### src/rtl/fmlarb_sched.sv
// fmlarb_sched: four-master round-robin scheduler for one FML slave port.
// Grants one master at a time, drives the slave address phase until early
// acknowledge, times the ack pulse (write: eack+1, read: eack+6) and steers
// the 4-beat burst between the owner and the slave.
//
// Ports:
//   sys_clk, sys_rst_n         clock, asynchronous active-low reset
//   m_adr/m_stb/m_we/m_sel/m_dw  per-master request bundles (master i at slice i)
//   m_ack                      one-cycle ack to the owner, first data beat
//   m_dr                       read data broadcast (= s_dr)
//   s_adr/s_stb/s_we/s_sel/s_dw  slave-side request and write data
//   s_eack, s_dr               slave early ack and read data
//   grant                      index of current owner
//   busy                       high whenever a transaction is in flight
module fmlarb_sched #(
    parameter int unsigned ADR_W  = 26,
    parameter int unsigned DATA_W = 64,
    parameter int unsigned SEL_W  = 8
) (
    input  logic                  sys_clk,
    input  logic                  sys_rst_n,
    input  logic [4*ADR_W-1:0]    m_adr,
    input  logic [3:0]            m_stb,
    input  logic [3:0]            m_we,
    input  logic [4*SEL_W-1:0]    m_sel,
    input  logic [4*DATA_W-1:0]   m_dw,
    output logic [3:0]            m_ack,
    output logic [DATA_W-1:0]     m_dr,
    output logic [ADR_W-1:0]      s_adr,
    output logic                  s_stb,
    output logic                  s_we,
    input  logic                  s_eack,
    output logic [SEL_W-1:0]      s_sel,
    output logic [DATA_W-1:0]     s_dw,
    input  logic [DATA_W-1:0]     s_dr,
    output logic [1:0]            grant,
    output logic                  busy
);

    localparam int unsigned GNT_W  = 2;
    localparam int unsigned WCNT_W = 3;

    typedef enum logic [1:0] {
        IDLE = 2'd0,
        ADDR = 2'd1,
        WAIT = 2'd2,
        DATA = 2'd3
    } state_t;

    state_t              state_q, state_d;
    logic [GNT_W-1:0]    grant_q, grant_d;
    logic [GNT_W-1:0]    ptr_q, ptr_d;
    logic [GNT_W-1:0]    beat_q, beat_d;
    logic [WCNT_W-1:0]   wcnt_q, wcnt_d;
    logic                rd_q, rd_d;
    logic [3:0]          m_ack_q, m_ack_d;
    logic                s_stb_q, s_stb_d;
    logic                busy_q, busy_d;
    logic                wbeat_q, wbeat_d;
    logic [GNT_W-1:0]    winner;

    // Per-master slices of the flat request buses
    logic [ADR_W-1:0]    adr_a [4];
    logic [SEL_W-1:0]    sel_a [4];
    logic [DATA_W-1:0]   dw_a  [4];

    for (genvar i = 0; i < 4; i++) begin : g_unpack
        assign adr_a[i] = m_adr[i*ADR_W  +: ADR_W];
        assign sel_a[i] = m_sel[i*SEL_W  +: SEL_W];
        assign dw_a[i]  = m_dw [i*DATA_W +: DATA_W];
    end

    // Round-robin pick: scan from the farthest offset down so the request
    // closest to ptr (offset 0) is the last to overwrite winner.
    always_comb begin
        winner = ptr_q;
        for (int j = 3; j >= 0; j--) begin
            if (m_stb[ptr_q + GNT_W'(j)]) begin
                winner = ptr_q + GNT_W'(j);
            end
        end
    end

    // Slave-side muxes follow the current grant at all times
    assign s_adr = adr_a[grant_q];
    assign s_we  = m_we[grant_q];
    assign s_dw  = dw_a[grant_q];
    assign s_sel = wbeat_q ? sel_a[grant_q] : '0;
    assign m_dr  = s_dr;

    assign m_ack = m_ack_q;
    assign s_stb = s_stb_q;
    assign busy  = busy_q;
    assign grant = grant_q;

    // Next-state and next-output logic
    always_comb begin
        state_d = state_q;
        grant_d = grant_q;
        ptr_d   = ptr_q;
        beat_d  = beat_q;
        wcnt_d  = wcnt_q;
        rd_d    = rd_q;
        m_ack_d = '0;

        unique case (state_q)
            IDLE: begin
                if (|m_stb) begin
                    grant_d = winner;
                    ptr_d   = winner + GNT_W'(1);
                    state_d = ADDR;
                end
            end
            ADDR: begin
                if (s_eack) begin
                    beat_d = '0;
                    if (s_we) begin
                        rd_d    = 1'b0;
                        state_d = DATA;
                    end else begin
                        rd_d    = 1'b1;
                        wcnt_d  = WCNT_W'(4);
                        state_d = WAIT;
                    end
                end
            end
            WAIT: begin
                if (wcnt_q == '0) begin
                    beat_d  = '0;
                    state_d = DATA;
                end else begin
                    wcnt_d = wcnt_q - WCNT_W'(1);
                end
            end
            DATA: begin
                beat_d = beat_q + GNT_W'(1);
                if (beat_q == GNT_W'(3)) begin
                    state_d = IDLE;
                end
            end
            default: state_d = IDLE;
        endcase

        // Ack coincides with the first DATA beat only
        if (state_d == DATA && state_q != DATA) begin
            m_ack_d[grant_q] = 1'b1;
        end

        s_stb_d = (state_d == ADDR);
        busy_d  = (state_d != IDLE);
        wbeat_d = (state_d == DATA) && !rd_d;
    end

    // State and output registers
    always_ff @(posedge sys_clk or negedge sys_rst_n) begin
        if (!sys_rst_n) begin
            state_q <= IDLE;
            grant_q <= '0;
            ptr_q   <= '0;
            beat_q  <= '0;
            wcnt_q  <= '0;
            rd_q    <= 1'b0;
            m_ack_q <= '0;
            s_stb_q <= 1'b0;
            busy_q  <= 1'b0;
            wbeat_q <= 1'b0;
        end else begin
            state_q <= state_d;
            grant_q <= grant_d;
            ptr_q   <= ptr_d;
            beat_q  <= beat_d;
            wcnt_q  <= wcnt_d;
            rd_q    <= rd_d;
            m_ack_q <= m_ack_d;
            s_stb_q <= s_stb_d;
            busy_q  <= busy_d;
            wbeat_q <= wbeat_d;
        end
    end

endmodule

### config.mk
export PLATFORM = sky130hd
export DESIGN_NAME = fmlarb_sched
export DESIGN_NICKNAME = d
export VERILOG_FILES = /design/src/rtl/fmlarb_sched.sv
export SDC_FILE = /design/constraint.sdc
export NUM_CORES = 1
export LEC_CHECK = 0
export CORE_AREA = 2 2 251 253
export DETAILED_ROUTE_END_ITERATION = 8
export DIE_AREA = 0 0 253 255
export GPL_TIMING_DRIVEN = 1
export PLACE_DENSITY = 0.31
export RECOVER_POWER = 25
export SYNTH_ARGS = -nofsm -noshare
export SYNTH_HDL_FRONTEND = slang
export SYNTH_SLANG_ARGS = --single-unit
### constraint.sdc
create_clock -name sys_clk -period 3.5 [get_ports sys_clk]
set_clock_uncertainty 0.2 [all_clocks]
set_input_delay 0.7 -clock sys_clk [delete_from_list [all_inputs] [get_ports sys_clk]]
set_output_delay 0.7 -clock sys_clk [all_outputs]
set_load 0.1 [all_outputs]
==> results of run 1 <==
how the worst max path moves through the flow:
| stage | from | slack [ns] | end | cells after the start |
|---|---|---|---|---|
| global route | grant[0] | 0.22 | s_dw[24] | 4 |
| CTS | grant[0] | 0.26 | s_dw[24] | 4 |
| finish | grant[0] | 0.35 | s_dw[24] | 4 |
| detailed placement | m_sel[16] | 0.49 | s_sel[0] | 4 |
| floorplan | grant[0] | 0.09 | s_adr[13] | 4 |
| global placement | m_sel[28] | 0.47 | s_sel[4] | 4 |
state kept, by name, summed over array words and instances, names as in the netlist:
| name | cells |
|---|---|
| m_ack | 4 |
| wcnt_q | 3 |
| beat_q | 2 |
| grant | 2 |
| ptr_q | 2 |
| state_q | 2 |
| busy | 1 |
| rd_q | 1 |
| s_stb | 1 |
| wbeat_q | 1 |
metrics by stage:
step | total power, W | worst slack (ns) | utilization, % | hold slack [ns]
finish | 0.0104 | 0.350 | 16.1 | 0.284
global route | 0.0108 | 0.222 | 16.1 | 0.337
CTS | 0.0106 | 0.260 | 16.1 | 0.292
detailed placement | 0.0103 | 0.486 | 16.0 | 0.278
global placement | 0.0103 | 0.474 | 16.0 | 0.271
floorplan | 0.00719 | 0.0937 | - | 0.204
final cells by class:
type	count	area [µm²]	area share (%)
clock inverters	1	5.00	0.0500
diodes	3	7.51	0.0750
clock buffers	3	75.1	0.750
flip-flops and latches	19	483	4.83
well taps	799	1000	9.99
multi-input cells	170	2690	26.9
repair buffers	527	5730	57.2
inverters	6	22.5	0.225
power by group:
| part | switching [W] | leakage, nW | internal, W |
|---|---|---|---|
| combinational | 0.00635 | 3.25 | 0.00325 |
| clock | 0.0000851 | 0.0409 | 0.000153 |
| sequential | 0.000242 | 0.231 | 0.000321 |
cells in the final DEF, fill, tap and decap left out, types with 3 or more instances in the layout:
cell type | Yosys | final
nand2_1 | 10 | 10
diode_2 | 0 | 3
nor3_1 | 3 | 3
clkdlybuf4s50_1 | 0 | 401
clkbuf_16 | 0 | 3
inv_1 | 6 | 6
dfrtp_1 | 19 | 17
a21oi_1 | 4 | 4
nand2b_1 | 4 | 4
nor2b_1 | 6 | 6
buf_4 | 64 | 64
mux4_2 | 99 | 99
ha_1 | 3 | 3
o21ai_0 | 5 | 5
buf_12 | 0 | 61
and2_1 | 9 | 9
critical path, stage by stage, from the launching register on:
cell     delay (ns)
dfrtp_4        0.69
buf_12         0.25
buf_4          0.23
mux4_2         0.55
buf_4          0.26
cell families (layout without fill, tap and decap cells):
group | after synthesis | after routing
mux | 101 | 101
buf+inv | 96 | 537
simple gates | 44 | 44
compound gates | 22 | 22
flops | 19 | 19
fa+ha+maj | 3 | 3
other cells | 0 | 3
metal layers:
layer | track usage, % | vias to the layer above | routed length, µm | part of all wire, %
met5 | 0 | - | 51 | 0.16
met4 | 2.45 | 8 | 772 | 2.4
met3 | 3.93 | 24 | 3840 | 12
met2 | 14.9 | 377 | 15200 | 46
met1 | 11.2 | 2189 | 12900 | 39
li1 | - | 1997 | - | -
==> qor.yml, run 1 <==
outcome:
  status: "completed"
place:
  detailed_place_hpwl_um: 29100
  routabilityCongestion: 0.728
  dp_cells: 1521
  place_area_um2: 9920
  portBuffers: 509
clocking:
  clockBufferDepth: 2
  postCtsHoldBufs: 0
  htreeDepth: 1
  clock-sinks: 19
  root_buffer: "clkbuf_16"
  clk_pin_slew_ns: 0.06
  cts-resized-gates: 0
  clk_latency_ns: 0.25
  cts_tree: "built"
  post-cts-setup-buffers: 0
  cts_inserted_buffers: 3
sta:
  post-route-period-util_pct: 90.0
  rsz0062_at_grt: "no"
  tightest_slew_ns: 0.676
  drv_slew: 0
  setup_viol: 0
  hold_viol: 0
  min_period_ns: 3.15
  clock.fmax_ghz: 0.317
  slew_headroom_pct: 54.9
  tns_ns: 0
synthesis:
  avgSynthCellArea_um2: 13.3
  synthSimpleGateAreaFrac_pct: 6.68
  yosysTopAreaCell: "mux4_2"
  ys_warn_count: 0
  yosys-top-cells-area: "mux4_2, buf_4, dfrtp_1, buf_2, and2_1"
  yosys.area.top_type_share_pct: 59.0
  netlist_instances: 285
  synth_xor_area_share_pct: 0
  synth_compound_area_share_pct: 3.90
  synth_nets: 755
  ys_seq_area_share_pct: 12.6
  synthMuxAreaShare_pct: 59.5
  synth_fa_ha_area_share_pct: 0.993
  synth_area_um2: 3780
  yosys.cell_types.count: 35
  synthFlopType: "dfrtp_1"
  synth.most_common_cell: "mux4_2"
  synth_top_family_by_area: "multiplexers"
  ys_seq_elements: 19
  synth_edf_count: 0
  synthArstFlopShare_pct: 100
  netlist_top_cells_count: "mux4_2, buf_4, dfrtp_1"
global_routing:
  grt_pass1_wl_um: 41300
  gr-total-overflow: 0
  grt_pass1_vias: 5045
  grt_usage_pct: 9.21
  antenna_found_initial: 11
  grt_max_degree: 34
finish:
  syn_to_final_growth_pct: 165
  stdcell_area_um2: 10000
  layout.nets: 1197
  drive_above_1_share_pct: 32.2
  fin_cells: 1528
  fillers: 6885
floorplanning:
  rows: 92
  core_area_um2: 62200
  die_width_um: 253
  start_util_pct: 6.08
  die_h_um: 255
  dieArea_um2: 64500
  ios: 638
worst_hold_path:
  min_path_cells: 1
  hp-class: "flop to flop"
  worstHoldStart: "rd_q"
  min_to: "rd_q"
power:
  peakVddDrop_uv: 315
  power.density_nw_per_um2: 1040
  p_leak_nw: 3.53
critical_path:
  ff2ff_path_depth: 6
  critPathLaunchType: "flop"
  cp-end-kind: "output port"
  r2r-end: "m_ack[2]"
  r2r-start: "grant[0]"
  path_max_fanout: 16
  crit_type: "flop to output port"
  cp_data_required_time_ns: 2.60
  cp.arrival_ns: 2.25
  r2r_slack_ns: 1.09
detailed_routing:
  vias: 4595
  drtAntennaViolNets: 0
  drc_errors: 0
  vias_per_cell: 3.01
  drt_iter0_drc: 168
  routed_wl_um: 32800
  wl_per_cell_um: 21.5
  drt_first_pass_iters: 6
job:
  maxCapViolCount: 0
(Power assumes the default switching activity.)
==> run 2: changes to the inputs <==
--- a/config.mk
+++ b/config.mk
@@ -8,7 +8,6 @@
 export CORE_AREA = 2 2 251 253
 export DETAILED_ROUTE_END_ITERATION = 8
 export DIE_AREA = 0 0 253 255
-export GPL_TIMING_DRIVEN = 1
 export PLACE_DENSITY = 0.31
 export RECOVER_POWER = 25
 export SYNTH_ARGS = -nofsm -noshare
==> results of run 2 <==
No change in the layout: final DEF, timing and power equal those of run 1.
